## src/rtl/fp_addsub_sched.sv

```systemverilog
// fp_addsub_sched: round-robin scheduler that shares one combinational FP add/sub
// datapath among NUM_REQ requesters. Operands are held in registers for
// OP_LATENCY cycles (multicycle path), then the result and OF/UF flags are captured
// and returned with the requester ID.
// Optional feature macro: FP_SCHED_STICKY_FLAGS_EN adds per-requester sticky OF/UF.
module fp_addsub_sched #(
  parameter int unsigned NUM_REQ    = 4,
  parameter int unsigned ID_WIDTH   = 2,
  parameter int unsigned DATA_WIDTH = 64,
  parameter int unsigned OP_LATENCY = 2
) (
  input  logic                          in_clk,
  input  logic                          in_rst_n,
  input  logic [NUM_REQ-1:0]            in_req_valid,
  input  logic [NUM_REQ*DATA_WIDTH-1:0] in_req_numA,
  input  logic [NUM_REQ*DATA_WIDTH-1:0] in_req_numB,
  input  logic [NUM_REQ-1:0]            in_req_addsub,
  output logic [NUM_REQ-1:0]            out_req_ready,
  output logic [DATA_WIDTH-1:0]         out_fp_numA,
  output logic [DATA_WIDTH-1:0]         out_fp_numB,
  output logic                          out_fp_addsub,
  input  logic [DATA_WIDTH-1:0]         in_fp_result,
  input  logic                          in_fp_OF,
  input  logic                          in_fp_UF,
  output logic                          out_rsp_valid,
  input  logic                          in_rsp_ready,
  output logic [ID_WIDTH-1:0]           out_rsp_id,
  output logic [DATA_WIDTH-1:0]         out_rsp_result,
  output logic                          out_rsp_OF,
  output logic                          out_rsp_UF,
`ifdef FP_SCHED_STICKY_FLAGS_EN
  input  logic [NUM_REQ-1:0]            in_sticky_clr,
  output logic [NUM_REQ-1:0]            out_sticky_OF,
  output logic [NUM_REQ-1:0]            out_sticky_UF,
`endif
  output logic                          out_busy
);

  localparam int unsigned CNT_W = (OP_LATENCY > 1) ? $clog2(OP_LATENCY) : 1;
  localparam logic [CNT_W-1:0] CNT_LOAD = CNT_W'(OP_LATENCY - 1);

  typedef enum logic [1:0] {
    S_IDLE = 2'd0,
    S_EXEC = 2'd1,
    S_RESP = 2'd2
  } state_e;

  state_e                  state_q;
  logic [ID_WIDTH-1:0]     ptr_q;
  logic [ID_WIDTH-1:0]     ptr_d;
  logic [CNT_W-1:0]        cnt_q;
  logic [ID_WIDTH-1:0]     id_q;
  logic [DATA_WIDTH-1:0]   fp_a_q;
  logic [DATA_WIDTH-1:0]   fp_b_q;
  logic                    fp_sub_q;
  logic [DATA_WIDTH-1:0]   rsp_res_q;
  logic                    rsp_of_q;
  logic                    rsp_uf_q;
  logic                    rsp_valid_q;
  logic                    busy_q;

  logic [NUM_REQ-1:0]      rot_valid;
  logic                    gnt_found;
  logic [ID_WIDTH-1:0]     gnt_idx;
  logic [NUM_REQ-1:0]      gnt_oh;
  logic [DATA_WIDTH-1:0]   gnt_a;
  logic [DATA_WIDTH-1:0]   gnt_b;
  logic                    gnt_sub;
  logic                    capture_c;

  // Round-robin search: rotate valids so the pointer sits at bit 0, take first hit.
  always_comb begin
    gnt_found = 1'b0;
    gnt_idx   = '0;
    rot_valid = NUM_REQ'({in_req_valid, in_req_valid} >> ptr_q);
    for (int unsigned k = 0; k < NUM_REQ; k++) begin
      if (!gnt_found && rot_valid[k]) begin
        gnt_found = 1'b1;
        gnt_idx   = ID_WIDTH'((32'(ptr_q) + k) % NUM_REQ);
      end
    end
    ptr_d  = ID_WIDTH'((32'(gnt_idx) + 32'd1) % NUM_REQ);
    gnt_oh = NUM_REQ'(1) << gnt_idx;
  end

  // Operand mux for the granted requester.
  always_comb begin
    gnt_a   = '0;
    gnt_b   = '0;
    gnt_sub = 1'b0;
    for (int unsigned i = 0; i < NUM_REQ; i++) begin
      if (gnt_idx == ID_WIDTH'(i)) begin
        gnt_a   = in_req_numA[i*DATA_WIDTH +: DATA_WIDTH];
        gnt_b   = in_req_numB[i*DATA_WIDTH +: DATA_WIDTH];
        gnt_sub = in_req_addsub[i];
      end
    end
  end

  // Grant is only offered in IDLE and never while reset is asserted.
  assign out_req_ready = (state_q == S_IDLE && in_rst_n && gnt_found) ? gnt_oh : '0;
  assign capture_c     = (state_q == S_EXEC) && (cnt_q == '0);

  // Scheduler FSM: issue, hold operands for OP_LATENCY cycles, capture, respond.
  always_ff @(posedge in_clk or negedge in_rst_n) begin
    if (!in_rst_n) begin
      state_q     <= S_IDLE;
      ptr_q       <= '0;
      cnt_q       <= '0;
      id_q        <= '0;
      fp_a_q      <= '0;
      fp_b_q      <= '0;
      fp_sub_q    <= 1'b0;
      rsp_res_q   <= '0;
      rsp_of_q    <= 1'b0;
      rsp_uf_q    <= 1'b0;
      rsp_valid_q <= 1'b0;
      busy_q      <= 1'b0;
    end else begin
      case (state_q)
        S_IDLE: begin
          if (gnt_found) begin
            fp_a_q   <= gnt_a;
            fp_b_q   <= gnt_b;
            fp_sub_q <= gnt_sub;
            id_q     <= gnt_idx;
            ptr_q    <= ptr_d;
            cnt_q    <= CNT_LOAD;
            busy_q   <= 1'b1;
            state_q  <= S_EXEC;
          end
        end
        S_EXEC: begin
          if (cnt_q == '0) begin
            rsp_res_q   <= in_fp_result;
            rsp_of_q    <= in_fp_OF;
            rsp_uf_q    <= in_fp_UF;
            rsp_valid_q <= 1'b1;
            state_q     <= S_RESP;
          end else begin
            cnt_q <= cnt_q - CNT_W'(1);
          end
        end
        S_RESP: begin
          if (in_rsp_ready) begin
            rsp_valid_q <= 1'b0;
            busy_q      <= 1'b0;
            state_q     <= S_IDLE;
          end
        end
        default: state_q <= S_IDLE;
      endcase
    end
  end

  assign out_fp_numA    = fp_a_q;
  assign out_fp_numB    = fp_b_q;
  assign out_fp_addsub  = fp_sub_q;
  assign out_rsp_valid  = rsp_valid_q;
  assign out_rsp_id     = id_q;
  assign out_rsp_result = rsp_res_q;
  assign out_rsp_OF     = rsp_of_q;
  assign out_rsp_UF     = rsp_uf_q;
  assign out_busy       = busy_q;

`ifdef FP_SCHED_STICKY_FLAGS_EN
  logic [NUM_REQ-1:0] sticky_of_q;
  logic [NUM_REQ-1:0] sticky_uf_q;
  logic [NUM_REQ-1:0] id_oh;

  assign id_oh = NUM_REQ'(1) << id_q;

  // Sticky flags: clear first, then OR in the captured flag so set wins.
  always_ff @(posedge in_clk or negedge in_rst_n) begin
    if (!in_rst_n) begin
      sticky_of_q <= '0;
      sticky_uf_q <= '0;
    end else begin
      sticky_of_q <= (sticky_of_q & ~in_sticky_clr) | ((capture_c && in_fp_OF) ? id_oh : '0);
      sticky_uf_q <= (sticky_uf_q & ~in_sticky_clr) | ((capture_c && in_fp_UF) ? id_oh : '0);
    end
  end

  assign out_sticky_OF = sticky_of_q;
  assign out_sticky_UF = sticky_uf_q;
`else
  logic unused_capture;
  assign unused_capture = capture_c;
`endif

endmodule

```

## config.mk

```make
export PLATFORM = sky130hd
export DESIGN_NAME = fp_addsub_sched
export DESIGN_NICKNAME = d
export VERILOG_FILES = /design/src/rtl/fp_addsub_sched.sv
export SDC_FILE = /design/constraint.sdc
export NUM_CORES = 1
export LEC_CHECK = 0
export ABC_AREA = 1
export CORE_AREA = 2 2 307 309
export CTS_CLUSTER_DIAMETER = 40
export DETAILED_ROUTE_END_ITERATION = 7
export DIE_AREA = 0 0 309 311
export PLACE_DENSITY_LB_ADDON = 0.1
export RECOVER_POWER = 50
export SYNTH_ARGS = -nofsm -noshare
export SYNTH_HDL_FRONTEND = slang
export SYNTH_SLANG_ARGS = --single-unit
```

## constraint.sdc

```tcl
create_clock -name in_clk -period 6.72 [get_ports in_clk]
set_input_delay 1.344 -clock in_clk [delete_from_list [all_inputs] [get_ports in_clk]]
set_output_delay 1.344 -clock in_clk [all_outputs]
set_load 0.005 [all_outputs]
```

==> summary.md, run 1 <==
| Metric | Value |
|---|---|
| CP max FO | 4 |
| Max IR drop VDD | 0.610 mV |
| Outcome | finished, violations left |
| Post-synth top flop | dfrtp_1 |
| Die area | 96,100 um2 |
| DIE HEIGHT | 311 um |
| Initial antenna violation count | 11 |
| Starting density of the core | 0.126 |
| Ys async rst share | 1.00 |
| Setup Fix Bufs, Post-CTS | 0 |
| Skew final | 0.0449 ns |
| Final GP Congestion | 0.834 |
| Pin count of the biggest net entering global routing | 113 |
| Post-CTS Resized | 0 |
| Worst Path Buf+Inv | 5 |
| CTS clk-pin slew, worst paths | 0.04 ns |
| Post-synthesis mux area share | 0.0634 |
| Die W | 309 um |
| Simple-gate share of the synthesized area | 0.273 |
| CTS Hold Bufs | 0 |
| Critical path cell sequence | clkdlybuf4s50_1 > inv_1 > nand2_1 > nand3_1 > nand2_2 > nor2_1 > nor2_1 > nand2_1 > nand2_1 > inv_1 > ha_4 > inv_1 > nor2_1 > clkdlybuf4s50_1 |
| Detail-routed via count per cell | 3.77 |
| Port bufs | 791 |
| Clock Tree Buf Depth | 3 |
| Clock latency on the worst-skew pair | 0.64 ns |
| Critical Path RT | 5.38 ns |
| Post-synth cell types | 24 |
| CTS buffer count | 60 |
| Final net count | 2,992 |
| CTS tree | yes |
| Final WL | 70,800 um |
| Pins Over Slew Limit | 217 |
| Seq cells post-synth | 204 |
| Ys Warns | 0 |
| Max-slew headroom | -1.65 |
| GRT overflow | 0 |
| CP Launch Type | input port |
| Detailed Route Iter0 Violations | 536 |
| Synth Area in Adders | 0.00427 |
| Vias in the first global route | 15.2k |
| I/O pins | 792 |
| Synth Area in Compound Gates | 0.168 |
| First-pass GRT wire length | 102,000 um |
| Top delay family on crit path | buffers and inverters |
| RSZ-0062 raised after global routing | false |
| FF-to-FF setup slack | 2.65 ns |
| Synth Area per Inst | 7.11 um2 |
| Remaining antenna violation count after routing | 0 |
| Syn nets | 2,242 |
| Peak Freq | 196 MHz |
| Final setup fails | 0 |
| DRC | 0 |
| DR WL/cell | 19.1 um |
| Post-synth EDFFs | 0 |
| Core footprint | 92,800 um2 |
| Leakage power | 9.89 nW |
| PD cells | 615 nW/um2 |
| Slew @ Worst Pin | 3.98 ns |
| Fin Setup TNS | 0 ns |
| # fillers | 10.2k |
| Ratio of cells with drive above 1 in the final layout | 0.0849 |
| Worst Path Arrival | 3.76 ns |
| Clk sink count | 204 |
| DR vias | 14.0k |
| Row cnt | 112 |
| All-Layer GR Usage | 0.142 |
| Crit-path slowest cell | clkdlybuf4s50_1 |
| Area grow syn2layout | 98.2% |
| Design Power | 0.0143 W |
| HP Class | reg -> reg |
| HPWL Detailed | 53,500 um |
| H-tree depth | 2 |
| Main combinational cell family by area after synthesis | simple AND/OR/NAND/NOR gates |
| Hold WS | 0.467 ns |
| Post-synthesis instance total | 1,649 |
| Area of the mapped netlist | 11,700 um2 |
| Drt pass-1 iters | 5 |
| CP peak stage delay | 0.63 ns |
| Critical path endpoint category | primary output |
| Max-cap check violation count | 4 |
| Min Tclk post-route | 5.11 ns |
| CTS Root Cell | clkbuf_16 |
| Crit Path Class | in -> out |
| Setup ws final | 1.61 ns |
| Register area share after synthesis | 0.436 |
| Final cycle utilization of the critical path | 0.760 |
| Post-synthesis xor/xnor area fraction | 0.000747 |
| Final Hold Fails | 0 |
| Pre-CTS WS | 1.41 ns |
| Failing checks | capacitance limit, slew limit |
[metal layers]
layer / share of wire / global-route usage / vias up
li1: - / - / 6878
met1: 0.36 / 0.143 / 6467
met2: 0.52 / 0.266 / 528
met3: 0.10 / 0.0572 / 102
met4: 0.021 / 0.0396 / 10
met5: 0.00099 / 0 / -
[final timing paths]
check | endpoint | start | cells past startpoint
max | out_req_ready[3] | in_req_valid[3] | 14
min reg2reg | out_fp_addsub$_DFFE_PN0P_ | out_fp_addsub$_DFFE_PN0P_ | 2
min in group asynchronous | out_rsp_result[15]$_DFFE_PN0P_ | in_rst_n | 1
max in group asynchronous | out_fp_numB[56]$_DFFE_PN0P_ | in_rst_n | 2
max reg2reg | state_q[1]$_DFFE_PN0P_ | state_q[0]$_DFFE_PN0P_ | 5
min | out_fp_addsub$_DFFE_PN0P_ | out_fp_addsub$_DFFE_PN0P_ | 2
[registers in the layout, indices dropped and copies added, names as in the netlist, 2 cells and up]
| signal | count |
|---|---|
| out_fp_numA | 64 |
| out_fp_numB | 64 |
| out_rsp_result | 64 |
| out_rsp_id | 2 |
| ptr_q | 2 |
| state_q | 2 |
[tightest hold or removal path: cells and delay by family (launching register included)]
family,cells,cell delay [ns]
flip-flops,1,0.33
AND/OR/NAND/NOR,2,0.11
[per-stage QoR]
stage / cells / instance area [um2] / util
floorplan: 1649 / 11700 / -
global placement: 3591 / 20800 / 0.225
detailed placement: 3591 / 20800 / 0.225
CTS: 3705 / 23200 / 0.250
global route: 3708 / 23200 / 0.250
finish: 3714 / 23200 / 0.250
[layout by cell type, fill, tap and decap left out, drive strengths merged]
| cell | n |
|---|---|
| mux2 | 66 |
| clkbuf | 73 |
| clkinvlp | 9 |
| nand2 | 818 |
| clkdlybuf4s50 | 758 |
| clkinv | 18 |
| a31oi | 1 |
| ha | 4 |
| dfrtp | 204 |
| buf | 16 |
| dlygate4sd3 | 32 |
| nand3 | 9 |
| xnor2 | 1 |
| nand4 | 2 |
| bufinv | 18 |
| o21ai | 263 |
| diode | 9 |
| a21oi | 129 |
| nor2 | 11 |
| inv | 19 |
[cell families after synthesis]
| kind of cell | Yosys count |
|---|---|
| simple gates | 840 |
| compound gates | 393 |
| flops | 204 |
| buf+inv | 141 |
| mux | 66 |
| fa+ha+maj | 4 |
| xor+xnor | 1 |
[synthesized netlist by cell type (2+ instances only)]
cell | n | share of area
nand4_1 | 2 | 0.0011
o21ai_0 | 228 | 0.097
ha_1 | 4 | 0.0043
inv_2 | 3 | 0.00096
buf_6 | 6 | 0.0058
nand2_2 | 2 | 0.0011
buf_2 | 38 | 0.016
a21oi_1 | 129 | 0.055
buf_1 | 20 | 0.0064
buf_4 | 7 | 0.0045
nor2_1 | 10 | 0.0032
mux2_2 | 66 | 0.063
inv_1 | 15 | 0.0048
o21ai_1 | 35 | 0.015
nand3_1 | 8 | 0.0034
nand2_1 | 815 | 0.26
clkbuf_1 | 51 | 0.016
dfrtp_1 | 204 | 0.44
[report_power, final]
part | total (W) | internal, W | leakage (nW) | switching (W)
logic | 0.00874 | 0.00335 | 6.24 | 0.00539
clock network | 0.00335 | 0.00239 | 1.14 | 0.000962
registers | 0.00219 | 0.00187 | 2.51 | 0.000324
[layout make-up]
| class | count | area [um2] | share of cell area |
|---|---|---|---|
| clock buffers | 69 | 1600 | 0.0687 |
| diodes | 9 | 22.5 | 0.000969 |
| repair buffers | 810 | 8050 | 0.347 |
| clock inverters | 45 | 788 | 0.0339 |
| inverters | 19 | 81.3 | 0.00350 |
| multi-input cells | 1304 | 6020 | 0.259 |
| well taps | 1254 | 1570 | 0.0675 |
| flip-flops and latches | 204 | 5100 | 0.220 |
Note: power is estimated with default switching activity, not from simulation.
==> run 2: changes to the inputs <==
--- a/config.mk
+++ b/config.mk
@@ -6,10 +6,10 @@
 export NUM_CORES = 1
 export LEC_CHECK = 0
 export ABC_AREA = 1
-export CORE_AREA = 2 2 307 309
+export CORE_AREA = 2 2 306 308
 export CTS_CLUSTER_DIAMETER = 40
 export DETAILED_ROUTE_END_ITERATION = 7
-export DIE_AREA = 0 0 309 311
+export DIE_AREA = 0 0 308 310
 export PLACE_DENSITY_LB_ADDON = 0.1
 export RECOVER_POWER = 50
 export SYNTH_ARGS = -nofsm -noshare
==> constraint.sdc (replaced) <==
create_clock -name in_clk -period 4.2 [get_ports in_clk]
set_input_delay 0.84 -clock in_clk [delete_from_list [all_inputs] [get_ports in_clk]]
set_output_delay 0.84 -clock in_clk [all_outputs]
set_load 0.005 [all_outputs]
==> run 2 against run 1 <==
  * The run still ends with capacitance limit, slew limit left
  * First-iteration DRC count is 6.2% lower
  * Design area is 0.13% higher
  * Critical path depth stayed put
  * Via count is 0.49% lower
  * Highest routed layer unchanged
==> summary.md, run 2 (synthesized netlist as in run 1, its figures left out) <==
| Metric | Value |
|---|---|
| Outcome | finished, violations left |
| Failing checks | capacitance limit, slew limit |
| Port bufs | 791 (unchanged) |
| Worst Path Arrival | 3.14 ns (-0.62 ns) |
| HPWL Detailed | 50,000 um (-6.4%) |
| Final WL | 67,600 um (-4.5%) |
| Max-slew headroom | -0.719 (+0.935) |
| Leakage power | 9.99 nW (+1.1%) |
| Max-cap check violation count | 2 (-2) |
| Post-route cell area | 23,300 um2 (+0.13%) |
| CTS Hold Bufs | 0 (unchanged) |
| Placed insts | 3,542 (-1.4%) |
| HP Class | reg -> reg |
| FF-to-FF setup slack | 0.98 ns (-1.67 ns) |
| DR vias | 13.9k (-0.49%) |
| Critical Path RT | 3.36 ns (-2.02 ns) |
| Final net count | 3,008 (+0.53%) |
| CTS tree | yes |
| Remaining antenna violation count after routing | 0 (unchanged) |
| CP max FO | 3 (-1) |
| Drt pass-1 iters | 5 (unchanged) |
| Final Non-Filler Cells | 3,673 (-1.1%) |
| GRT overflow | 0 (unchanged) |
| Starting density of the core | 0.127 (+0.000383) |
| Pins Over Slew Limit | 86 (-60%) |
| Clk sink count | 204 (unchanged) |
| DR WL/cell | 18.4 um (-3.5%) |
| Die W | 308 um (-0.32%) |
| I/O pins | 792 (unchanged) |
| First-pass GRT wire length | 96,100 um (-5.4%) |
| # fillers | 10.1k (-1.0%) |
| Row cnt | 112 (unchanged) |
| CTS Root Cell | clkbuf_16 |
| WHS Endpoint | out_fp_numB[16]$_DFFE_PN0P_ |
| Max IR drop VDD | 1.26 mV (+110%) |
| CTS buffer count | 68 (+13%) |
| Crit Path Class | in -> out |
| Clock latency on the worst-skew pair | 0.57 ns (-0.07 ns) |
| Most common cell after layout, fill and taps aside | nand2_1 |
| Launching point of the worst reg2reg path | state_q[0]$_DFFE_PN0P_ |
| Clock Tree Buf Depth | 3 (unchanged) |
| Placed inst area | 21,000 um2 (+0.61%) |
| Core footprint | 92,500 um2 (-0.30%) |
| DRC | 0 (unchanged) |
| H-tree depth | 3 (+1) |
| Detail-routed via count per cell | 3.79 (+0.62%) |
| Design Power | 0.0228 W (+59%) |
| Area grow syn2layout | 98.5% |
| Initial antenna violation count | 9 (-2) |
| Slew @ Worst Pin | 2.58 ns (-1.40 ns) |
| Ratio of cells with drive above 1 in the final layout | 0.0862 (+0.00137) |
| Commonest non-fill, non-tap cells in the layout | nand2_1 (815), clkdlybuf4s50_1 (734), o21ai_0 (228) |
| Peak Freq | 251 MHz |
| Final GP Congestion | 0.793 (-4.9%) |
| Final setup fails | 0 (unchanged) |
| All-Layer GR Usage | 0.135 (-0.00719) |
| Final Hold Fails | 0 (unchanged) |
| Worst hold stages | 2 (unchanged) |
| Fin Setup TNS | 0 ns (unchanged) |
| Detailed Route Iter0 Violations | 503 (-6.2%) |
| CTS clk-pin slew, worst paths | 0.04 ns (about the same) |
| Pin count of the biggest net entering global routing | 136 (+20%) |
| Die area | 95,500 um2 (-0.64%) |
| Critical path endpoint category | primary output |
| Final cycle utilization of the critical path | 0.947 |
| Hold_sp | out_fp_numB[16]$_DFFE_PN0P_ |
| RSZ-0062 raised after global routing | false |
| Skew final | 0.0340 ns (-0.0108 ns) |
| Vias in the first global route | 14.7k (-3.0%) |
| DIE HEIGHT | 310 um (-0.32%) |
| Hold WS | 0.467 ns (+0.000158 ns) |
| CP Launch Type | input port |
| R2r worst-path depth | 5 (unchanged) |
| Min Tclk post-route | 3.98 ns |
| PD cells | 979 nW/um2 (+59%) |
| R2R Path End | out_rsp_result[2]$_DFFE_PN0P_ |
-- run 2: cell count changes in the layout (fill, tap and decap cells not counted), moves of 3 or more --
| cell | change |
|---|---|
| clkinv_8 | +3 |
| dlygate4sd3_1 | +23 |
| buf_12 | +10 |
| clkinv_4 | -4 |
| bufinv_16 | -14 |
| diode_2 | -3 |
| clkbuf_1 | +13 |
| clkbuf_16 | +10 |
| clkdlybuf4s50_1 | -24 |
| clkbuf_8 | +7 |
| clkinvlp_4 | -7 |
-- run 2: power by group --
group	internal [W]	switching, W
Combinational	0.00562	0.00862
Sequential	0.00299	0.000497
Clock	0.00352	0.00153
-- run 2: worst max path at each step --
stage	from	to	slack (ns)	cells after the start
floorplan	in_req_valid[3]	out_req_ready[1]	0.88	15
global placement	in_req_valid[3]	out_req_ready[0]	0.14	15
detailed placement	in_req_valid[0]	out_req_ready[3]	0.16	13
CTS	in_req_valid[0]	out_req_ready[3]	0.16	13
global route	in_req_valid[0]	out_req_ready[1]	0.001	13
finish	in_req_valid[0]	out_req_ready[2]	0.22	14
-- run 2: layout make-up --
cell class	count	area (um2)	area share
diodes	6	15.0	0.000645
clock buffers	101	2000	0.0859
clock inverters	24	299	0.0129
inverters	19	81.3	0.00350
multi-input cells	1304	6020	0.259
flip-flops and latches	204	5100	0.219
well taps	1197	1500	0.0644
repair buffers	818	8250	0.355
-- run 2: stage by stage --
stage	utilization	setup WS (ns)
CTS	0.252	0.158
detailed placement	0.227	0.162
finish	0.252	0.224
global route	0.251	0.00147
global placement	0.227	0.144
floorplan	-	0.881
-- run 2: critical path, cell delays in order --
cell and delay, ns:
clkdlybuf4s50_1 0.50, nand2_1 0.09, nand3_1 0.11, nand2_1 0.10, nor2_1 0.14, nand2_1 0.06
nand2_1 0.06, nor2_1 0.05, nand2_1 0.10, buf_4 0.15, ha_4 0.16, inv_4 0.04
nor2_1 0.12, clkdlybuf4s50_1 0.62
-- run 2: per-layer routing --
layer	vias to the layer above	global-route usage	share of wire
met5	-	0	0.00092
met1	6381	0.141	0.37
met2	513	0.248	0.52
met3	94	0.0500	0.085
met4	10	0.0437	0.024
li1	6918	-	-
-- run 2: repair_timing --
item	4_1_cts	5_1_grt
setup endpoints to repair	0	1
endpoints found under the hold margin	0	0
gates resized for setup	0	1
setup buffers	0	0
==> run 3: changes to the inputs <==
--- a/config.mk
+++ b/config.mk
@@ -10,7 +10,7 @@
 export CTS_CLUSTER_DIAMETER = 40
 export DETAILED_ROUTE_END_ITERATION = 7
 export DIE_AREA = 0 0 308 310
-export PLACE_DENSITY_LB_ADDON = 0.1
+export PLACE_DENSITY = 0.43
 export RECOVER_POWER = 50
 export SYNTH_ARGS = -nofsm -noshare
 export SYNTH_HDL_FRONTEND = slang
==> run 3 against run 2 <==
  * The run still ends with capacitance limit, slew limit left
  * Critical path depth up 1
  * Sequential power about the same
  * Critical endpoint is now out_req_ready[3]
  * Count of clock-buffer cells in the layout down 32
  * Flip-flop and latch count unchanged
  * Via count down 0.57%
  * Sequential share of layout area up 0.20 points
  * Hold slack better by 0.00062 ns
  * Largest power group unchanged
  * Final cell count down 0.74%
==> summary.md, run 3 (synthesized netlist as in run 1, its figures left out) <==
| Metric | Value |
|---|---|
| Commonest non-fill, non-tap cells in the layout | nand2_1 (813), clkdlybuf4s50_1 (757), o21ai_0 (228) |
| DR WL/cell | 18.9 um (+2.5%) |
| Final WL | 68,800 um (+1.8%) |
| DIE HEIGHT | 310 um (unchanged) |
| Final net count | 2,996 (-0.40%) |
| Vias in the first global route | 14.3k (-3.1%) |
| DR vias | 13.8k (-0.57%) |
| HP Class | reg -> reg |
| Ratio of cells with drive above 1 in the final layout | 0.0850 (-0.00127) |
| Slew @ Worst Pin | 3.13 ns (+0.552 ns) |
| Final GP Congestion | 0.786 (-0.90%) |
| Detailed Route Iter0 Violations | 606 (+20%) |
| Critical path endpoint category | primary output |
| # fillers | 10.2k (+0.95%) |
| CP Launch Type | input port |
| Final setup fails | 0 (unchanged) |
| CTS buffer count | 54 (-21%) |
| Final cycle utilization of the critical path | 0.954 (+0.00765) |
| DRC | 0 (unchanged) |
| Starting density of the core | 0.127 (unchanged) |
| CTS Hold Bufs | 0 (unchanged) |
| HPWL Detailed | 52,100 um (+4.2%) |
| Port bufs | 791 (unchanged) |
| Initial antenna violation count | 9 (unchanged) |
| Die area | 95,500 um2 (unchanged) |
| Final Hold Fails | 0 (unchanged) |
| Clk sink count | 204 (unchanged) |
| Max-cap check violation count | 3 (+1) |
| Peak Freq | 249 MHz (-0.80%) |
| Setup Fix Bufs, Post-CTS | 0 (unchanged) |
| Clock latency on the worst-skew pair | 0.61 ns (+0.04 ns) |
| Design Power | 0.0228 W (+0.30%) |
| Drt pass-1 iters | 4 (-1) |
| RSZ-0062 raised after global routing | false |
| CTS clk-pin slew, worst paths | 0.04 ns (about the same) |
| Met2 WL | 34,400 um (-1.6%) |
| Met1 Wirelength | 27,100 um (+7.6%) |
| Worst hold stages | 2 (unchanged) |
| Core footprint | 92,500 um2 (unchanged) |
| DR top layer | met5 |
| Fin Setup TNS | 0 ns (unchanged) |
| Remaining antenna violation count after routing | 0 (unchanged) |
| Pins Over Slew Limit | 247 (+190%) |
| CP max FO | 4 (+1) |
| Die W | 308 um (unchanged) |
| Max-slew headroom | -1.09 (-0.373) |
| Failing checks | capacitance limit, slew limit |
| PD cells | 991 nW/um2 (+1.2%) |
| Area grow syn2layout | 96.8% |
| Crit Path Class | in -> out |
| Clock Tree Buf Depth | 3 (unchanged) |
| R2r worst-path depth | 3 (-2) |
| First-pass GRT wire length | 95,700 um (-0.42%) |
| Met3 routed WL | 5980 um (+3.9%) |
| Detail-routed via count per cell | 3.79 (+0.16%) |
| Outcome | finished, violations left |
| CTS Root Cell | clkbuf_16 |
| Leakage power | 9.84 nW (-1.5%) |
| Pin count of the biggest net entering global routing | 136 (unchanged) |
| Worst Path Arrival | 3.17 ns (+0.03 ns) |
| GRT overflow | 0 (unchanged) |
| Most common cell after layout, fill and taps aside | nand2_1 |
| I/O pins | 792 (unchanged) |
| H-tree depth | 2 (-1) |
| Max IR drop VDD | 0.934 mV (-26%) |
| Skew final | 0.0369 ns (+0.00289 ns) |
| Min Tclk post-route | 4.01 ns (+0.0321 ns) |
| Critical Path RT | 3.36 ns (about the same) |
| All-Layer GR Usage | 0.136 (+0.00116) |
| Row cnt | 112 (unchanged) |
| Hold WS | 0.468 ns (+0.000618 ns) |
| CTS tree | yes |
-- run 3: cell type report --
class / count / area [um2] / share of cell area
Antenna cell: 1 / 2.50 / 0.000109
Clock buffer: 69 / 1510 / 0.0654
Clock inverter: 32 / 573 / 0.0249
Inverter: 19 / 81.3 / 0.00353
Multi-Input combinational cell: 1304 / 6030 / 0.261
Sequential cell: 204 / 5100 / 0.221
Tap cell: 1197 / 1500 / 0.0649
Timing Repair Buffer: 820 / 8260 / 0.358
-- run 3: layer usage --
layer  vias to the layer above  global-route usage
met2                       549               0.244
met4                        16              0.0303
li1                       6880                   -
met5                         -                   0
met3                        88              0.0479
met1                      6303               0.154
-- run 3: repair_timing --
item	CTS	global route
endpoints found under the hold margin	0	0
setup endpoints to repair	0	2
gates resized for setup	0	4
-- run 3: where the power goes --
| group | switching (W) | total, W | internal, W |
|---|---|---|---|
| sequential | 0.000493 | 0.00348 | 0.00299 |
| clock | 0.00139 | 0.00472 | 0.00333 |
| combinational | 0.00885 | 0.0146 | 0.00579 |
-- run 3: stage by stage --
step                 util  std cells  setup WS, ns  area [um2]
floorplan               -       1649         0.881       11700
finish              0.249       3646         0.191       23100
CTS                 0.250       3645        0.0829       23100
global route        0.249       3645        0.0211       23100
detailed placement  0.227       3544        0.0892       21000
global placement    0.227       3544        0.0365       21000
-- run 3: critical path: stages --
cell             delay (ns)
clkdlybuf4s50_1        0.49
nand2_1                0.09
nand3_1                0.11
nand2_1                0.09
nor2_1                 0.16
nand2_1                0.06
nand2_1                0.06
nor2_1                 0.04
nand2_2                0.11
buf_4                  0.14
ha_4                   0.12
inv_1                  0.03
nor2_1                 0.14
buf_4                  0.14
clkdlybuf4s50_1        0.55
-- run 3: final timing paths --
path	startpoint	to	slack (ns)
worst max-delay path	in_req_valid[2]	out_req_ready[3]	0.19
min in group asynchronous	in_rst_n	cnt_q$_DFFE_PN0P_	1.48
worst min register to register	out_fp_numA[36]$_DFFE_PN0P_	out_fp_numA[36]$_DFFE_PN0P_	0.47
worst max register to register	state_q[1]$_DFFE_PN0P_	out_rsp_result[21]$_DFFE_PN0P_	0.74
worst min-delay path	out_fp_numA[36]$_DFFE_PN0P_	out_fp_numA[36]$_DFFE_PN0P_	0.47
max in group asynchronous	in_rst_n	out_fp_numA[57]$_DFFE_PN0P_	0.61
